<file path="src/rtl/key_schedule_reverse_if.sv">
// Handshake/bus bundle for key_schedule_reverse.
//   signal_start   : start request, sampled on the clock edge
//   key            : 128-bit master key {l0, k0}, captured on the accepted start edge
//   key_ready      : consumer accepts round_key when key_ready and key_valid are both high
//   round_key      : decryption round key k_i
//   round_idx      : index i of round_key
//   key_valid      : round_key/round_idx are valid
//   finished       : high once all 32 keys have been accepted
//   state_response : FSM state (IDLE=0, FORWARD=1, REVERSE=2, DONE=3)
// master = key requester/consumer, slave = key schedule block.
interface key_schedule_reverse_if;
    logic         signal_start;
    logic [127:0] key;
    logic         key_ready;
    logic [63:0]  round_key;
    logic [4:0]   round_idx;
    logic         key_valid;
    logic         finished;
    logic [3:0]   state_response;

    modport master (
        output signal_start,
        output key,
        output key_ready,
        input  round_key,
        input  round_idx,
        input  key_valid,
        input  finished,
        input  state_response
    );

    modport slave (
        input  signal_start,
        input  key,
        input  key_ready,
        output round_key,
        output round_idx,
        output key_valid,
        output finished,
        output state_response
    );
endinterface

</file>
<file path="src/rtl/key_schedule_reverse.sv">
// SPECK128/128 key schedule producing round keys in reverse order (k31 down to k0).
// The forward schedule is run to k31 first, then each round key is recovered by
// inverting one forward step, so only the current (l, k) pair is ever stored.
// Ports:
//   clk : rising-edge clock
//   rst : asynchronous active-high reset
//   bus : key_schedule_reverse_if.slave (start/key in, round key stream out)
module key_schedule_reverse (
    input logic                  clk,
    input logic                  rst,
    key_schedule_reverse_if.slave bus
);
    typedef enum logic [1:0] {
        StIdle    = 2'd0,
        StForward = 2'd1,
        StReverse = 2'd2,
        StDone    = 2'd3
    } state_e;

    state_e      state_q, state_d;
    logic [63:0] l_q, l_d;
    logic [63:0] k_q, k_d;
    logic [4:0]  i_q, i_d;

    // Forward step i -> i+1
    logic [63:0] fwd_l, fwd_k;
    // Reverse step i -> i-1
    logic [63:0] rev_x, rev_y, rev_l, rev_k;
    logic [4:0]  i_m1;

    always_comb begin
        fwd_l = (k_q + {l_q[7:0], l_q[63:8]}) ^ {59'd0, i_q};
        fwd_k = {k_q[60:0], k_q[63:61]} ^ fwd_l;

        i_m1  = i_q - 5'd1;
        rev_x = k_q ^ l_q;
        rev_k = {rev_x[2:0], rev_x[63:3]};
        rev_y = (l_q ^ {59'd0, i_m1}) - rev_k;
        rev_l = {rev_y[55:0], rev_y[63:56]};
    end

    always_ff @(posedge clk or posedge rst) begin
        if (rst) begin
            state_q <= StIdle;
            l_q     <= 64'd0;
            k_q     <= 64'd0;
            i_q     <= 5'd0;
        end else begin
            state_q <= state_d;
            l_q     <= l_d;
            k_q     <= k_d;
            i_q     <= i_d;
        end
    end

    always_comb begin
        state_d = state_q;
        l_d     = l_q;
        k_d     = k_q;
        i_d     = i_q;
        case (state_q)
            StIdle, StDone: begin
                if (bus.signal_start) begin
                    l_d     = bus.key[127:64];
                    k_d     = bus.key[63:0];
                    i_d     = 5'd0;
                    state_d = StForward;
                end
            end
            StForward: begin
                l_d = fwd_l;
                k_d = fwd_k;
                i_d = i_q + 5'd1;
                // Step 30 produces k31, the first key to emit
                if (i_q == 5'd30) begin
                    state_d = StReverse;
                end
            end
            StReverse: begin
                if (bus.key_ready) begin
                    if (i_q != 5'd0) begin
                        l_d = rev_l;
                        k_d = rev_k;
                        i_d = i_m1;
                    end else begin
                        state_d = StDone;
                    end
                end
            end
            default: state_d = StIdle;
        endcase
    end

    // Outputs decode registered state only
    assign bus.round_key      = k_q;
    assign bus.round_idx      = i_q;
    assign bus.key_valid      = (state_q == StReverse);
    assign bus.finished       = (state_q == StDone);
    assign bus.state_response = {2'b00, state_q};
endmodule

</file>
<file path="src/flat_wrapper.sv">
// flat-port wrapper written by rule: the top's interface ports become plain ports
module key_schedule_reverse_flat 
  (clk, rst, bus_signal_start, bus_key, bus_key_ready, bus_round_key, bus_round_idx, bus_key_valid, bus_finished, bus_state_response);
  key_schedule_reverse_if bus_i ();
  input logic clk;
  input logic rst;
  input wire logic [$bits(bus_i.signal_start)-1:0] bus_signal_start;
  input wire logic [$bits(bus_i.key)-1:0] bus_key;
  input wire logic [$bits(bus_i.key_ready)-1:0] bus_key_ready;
  output wire logic [$bits(bus_i.round_key)-1:0] bus_round_key;
  output wire logic [$bits(bus_i.round_idx)-1:0] bus_round_idx;
  output wire logic [$bits(bus_i.key_valid)-1:0] bus_key_valid;
  output wire logic [$bits(bus_i.finished)-1:0] bus_finished;
  output wire logic [$bits(bus_i.state_response)-1:0] bus_state_response;
  assign bus_i.signal_start = bus_signal_start;
  assign bus_i.key = bus_key;
  assign bus_i.key_ready = bus_key_ready;
  assign bus_round_key = bus_i.round_key;
  assign bus_round_idx = bus_i.round_idx;
  assign bus_key_valid = bus_i.key_valid;
  assign bus_finished = bus_i.finished;
  assign bus_state_response = bus_i.state_response;
  key_schedule_reverse u_core (.clk(clk), .rst(rst), .bus(bus_i));
endmodule
</file>
<file path="config.mk">
export PLATFORM = sky130hd
export DESIGN_NAME = key_schedule_reverse_flat
export DESIGN_NICKNAME = d
export VERILOG_FILES = /design/src/rtl/key_schedule_reverse_if.sv /design/src/rtl/key_schedule_reverse.sv /design/src/flat_wrapper.sv
export SDC_FILE = /design/constraint.sdc
export NUM_CORES = 1
export LEC_CHECK = 0
export ABC_AREA = 1
export ABC_CLOCK_PERIOD_IN_PS = 5100
export CAP_MARGIN = 25
export CORE_ASPECT_RATIO = 0.7
export CORE_MARGIN = 4
export CORE_UTILIZATION = 50
export DETAILED_ROUTE_END_ITERATION = 8
export PLACE_DENSITY_LB_ADDON = 0.1
export SYNTH_ARGS = -nofsm -noshare
export SYNTH_HDL_FRONTEND = slang
export SYNTH_SLANG_ARGS = --single-unit
</file>
<file path="constraint.sdc">
create_clock -name clk -period 5.1 [get_ports clk]
set_clock_uncertainty 0.2 [all_clocks]
set_input_delay 0.765 -clock clk [delete_from_list [all_inputs] [get_ports clk]]
set_output_delay 0.765 -clock clk [all_outputs]
set_load 0.03 [all_outputs]
</file>
==> impl_metrics.toml <==
[clock_network]
clk_pin_slew_ps = 70
ctsLongestPathBuffers = 2
root_buffer = "clkbuf_16"
cts_made_buffers = 17
cts-resized-gates = 0
post-cts-setup-buffers = 0
clock_sinks = 135
tritoncts = "built"
cts_hold_buf = 0
htreeDepth = 4
clock_latency_ps = 470

[setup_path]
cp_max_fo = 7
worstPathArrival_ps = 4020
worst_path_max_delay_cell = "o21ai_0"
slowest_delay_ps = 590
r2r.worst_path.cells = 17
worstReg2RegStart = "u_core.bus.round_idx[0]$_DFFE_PP0P_"
crit_path_cell_trace = "inv_1 -> ha_1 -> nand2_1 -> xor2_1 -> xor2_1 -> inv_1 -> ha_1 -> a21oi_1 -> nor2_1 -> nor2_1 -> nand2_1 -> nand3_1 -> nand3_1 -> o21ai_0 -> nand2_1 -> nor2_1 -> o22ai_2"
cp_data_required_time_ps = 5240
crit_type = "reg2reg"
timing.critical_path.buf_inv = 2
rr_endpoint = "u_core.l_q[31]$_DFFE_PP0P_"
start_kind = "flop"
path_delay_family = "compound AO/OA/AOI/OAI gates"
worst_setup_path_end_kind = "flop"
rrSetupSlack_ps = 1210

[timing]
timing.fmax_mhz = 257
finalCritPeriodShare = 0.763
worst_pin_slew_ps = 1100
setup_viol_count_final = 0
rsz0062_at_grt = "false"
whs_ps = 402
slew_viol_final = 0
slew_headroom = 0.269
min_period_ps = 3890
finalSetupTns_ps = 0
hold_viol = 0

[finish]
utilization = 0.587
drive_above_1_share = 0.0430
fin_cells = 4595
nFillCells = 4376
nets = 4302
syn_to_final_growth_pct = 15.4

[synthesis]
synth_edf_count = 0
synthArstFlopShare = 1.00
syn_avg_cell_area_um2 = 5.39
yosysWarnings = 0
yosysUniqueCellTypes = 48
yosysSeqAreaShare = 0.161
syn_area_mm2 = 0.0209
syn_inst = 3884
synth-main-ff-cell = "dfrtp_1"
ys_ff_latch = 135

[placement]
gp_congestion = 1.16
port-buffer-count = 204
placedCellCount = 4559
dp_hpwl_mm = 89.3

[floorplan]
core_mm2 = 0.0412
dieHeight_um = 179
die_w_um = 253
ioPinCount = 207
rows = 62
dieArea_mm2 = 0.0453
start_util = 0.508

[global_route]
antenna_found_initial = 8
grt_pass1_vias = 23300
grt_pass1_wl_mm = 154
overflow = 0
grt_max_degree = 105
grt_usage = 0.466

[route]
postRouteAntennaNets = 0
routed_wl_mm = 108
drtIter0Drc = 4714
wire_per_inst_um = 23.5
via_count = 27000
first_pass_iters = 9
drc = 2
via_per_inst = 5.87

[min_path]
min_path_cells = 2
hp-start = "u_core.state_q[1]$_DFFE_PP0P_"
holdPathEnd = "u_core.state_q[1]$_DFFE_PP0P_"
min_path_type = "reg2reg"

[run_status]
violations = "design-rule violations"
outcome = "finished, violations left"

[flow_run]
drv_cap = 0
## cells in the final DEF, fill, tap and decap left out, drive strengths merged, types with 5 or more instances in the layout
master / Yosys / final
a21oi: 147 / 147
a31oi: 9 / 9
buf: 21 / 17
bufinv: 0 / 5
clkbuf: 70 / 18
clkdlybuf4s50: 0 / 204
clkinv: 2 / 7
dfrtp: 135 / 135
ha: 134 / 134
inv: 670 / 673
nand2: 1403 / 1403
nand3: 368 / 368
nand3b: 18 / 18
nand4: 29 / 29
nor2: 437 / 437
nor3: 31 / 31
o211ai: 32 / 32
o21ai: 194 / 194
o21bai: 18 / 18
o221ai: 5 / 5
o22ai: 19 / 19
or2: 25 / 25
xnor2: 59 / 59
xor2: 36 / 36
## logic make-up (layout without fill, tap and decap cells)
group	after synthesis	after routing	synth area share
and+or+nand+nor	2317	2317	0.461
adders and majority gates	136	136	0.0820
other	1	6	0.000179
buffers and inverters	763	925	0.138
DFF	135	135	0.161
xor gates and xnor gates	95	95	0.0415
AOI/OAI and AO/OA	437	437	0.116
## registers in the layout, indices dropped and copies added (netlist names)
| register | count |
|---|---|
| u_core.bus.round_idx | 5 |
| u_core.state_q | 2 |
| u_core.l_q | 64 |
| u_core.bus.round_key | 64 |
## worst max-delay path by stage
stage                                         from                                   to  slack (ps)  depth (start not counted)
2_1_floorplan                                  rst  u_core.bus.round_idx[0]$_DFFE_PP0P_         520                          1
3_3_place_gp   u_core.bus.round_idx[0]$_DFFE_PP0P_           u_core.l_q[21]$_DFFE_PP0P_        1570                         15
3_5_place_dp   u_core.bus.round_idx[0]$_DFFE_PP0P_           u_core.l_q[31]$_DFFE_PP0P_        1460                         17
4_1_cts        u_core.bus.round_idx[0]$_DFFE_PP0P_           u_core.l_q[23]$_DFFE_PP0P_        1410                         17
5_1_grt        u_core.bus.round_idx[0]$_DFFE_PP0P_           u_core.l_q[21]$_DFFE_PP0P_         960                         15
6_report       u_core.bus.round_idx[0]$_DFFE_PP0P_           u_core.l_q[31]$_DFFE_PP0P_        1210                         17
## per-stage QoR
step / worst slack [ps] / instance area, um2
after floorplan: 524 / 20900
after global placement: 1570 / 23500
after detailed placement: 1460 / 23500
after CTS: 1410 / 24100
after global routing: 962 / 24200
final: 1210 / 24200
## area by class of cell
| type | count | area [um2] | share of cell area |
|---|---|---|---|
| multi-input combinational | 2987 | 14700 | 0.608 |
| sequential | 135 | 3380 | 0.140 |
| inverter | 672 | 2530 | 0.105 |
| timing repair buffer | 221 | 2200 | 0.0911 |
| tap | 544 | 681 | 0.0282 |
| clock buffer | 18 | 439 | 0.0182 |
| clock inverter | 14 | 220 | 0.00911 |
| antenna | 4 | 10.0 | 0.000414 |
## Yosys cell counts (2+ instances only)
cell | count | share of area
nand2_4 | 3 | 0.0016
clkbuf_1 | 69 | 0.012
or2_2 | 22 | 0.0066
or2_1 | 3 | 0.00090
clkinv_1 | 2 | 0.00036
buf_2 | 9 | 0.0022
o21bai_1 | 18 | 0.0065
buf_4 | 3 | 0.0011
nand3_1 | 363 | 0.087
nand2_1 | 1357 | 0.24
o22ai_1 | 17 | 0.0051
o22ai_2 | 2 | 0.0012
nor3_2 | 5 | 0.0024
xnor2_1 | 59 | 0.025
o221ai_1 | 5 | 0.0021
inv_2 | 13 | 0.0023
xor2_1 | 31 | 0.013
nor2_1 | 419 | 0.075
nor4_2 | 2 | 0.0012
a21boi_0 | 2 | 0.00072
a31oi_1 | 9 | 0.0027
nand2_2 | 43 | 0.013
a221oi_1 | 4 | 0.0017
o21ai_1 | 20 | 0.0048
and2_1 | 3 | 0.00090
a21oi_1 | 146 | 0.035
o21a_1 | 4 | 0.0014
nand3b_1 | 18 | 0.0065
buf_1 | 9 | 0.0016
nand3_2 | 5 | 0.0024
dfrtp_1 | 135 | 0.16
fa_1 | 2 | 0.0019
nand4_1 | 29 | 0.0087
nor3_1 | 26 | 0.0062
o211ai_1 | 32 | 0.011
xor2_2 | 5 | 0.0039
ha_1 | 134 | 0.080
o21ai_0 | 174 | 0.042
nor2_2 | 17 | 0.0051
inv_1 | 657 | 0.12
## per-layer routing
| metal | up-vias | GRT usage | share of wire |
|---|---|---|---|
| met5 | - | 0 | 0.00042 |
| met3 | 223 | 0.242 | 0.19 |
| li1 | 12400 | - | - |
| met4 | 6 | 0.121 | 0.030 |
| met1 | 12300 | 0.679 | 0.43 |
| met2 | 2025 | 0.585 | 0.35 |
## worst reg2reg max path, delay by kind of cell, from the launching register on
| kind | cells | cell delay, ps |
|---|---|---|
| DFF | 1 | 480 |
| adders and majority gates | 2 | 620 |
| and+or+nand+nor | 8 | 890 |
| AOI/OAI and AO/OA | 3 | 900 |
| xor gates and xnor gates | 2 | 420 |
| buffers and inverters | 2 | 250 |
Power is left out: the tool's default activity adds up to more than one toggle a clock period on the data nets, which glitch-free logic cannot reach.
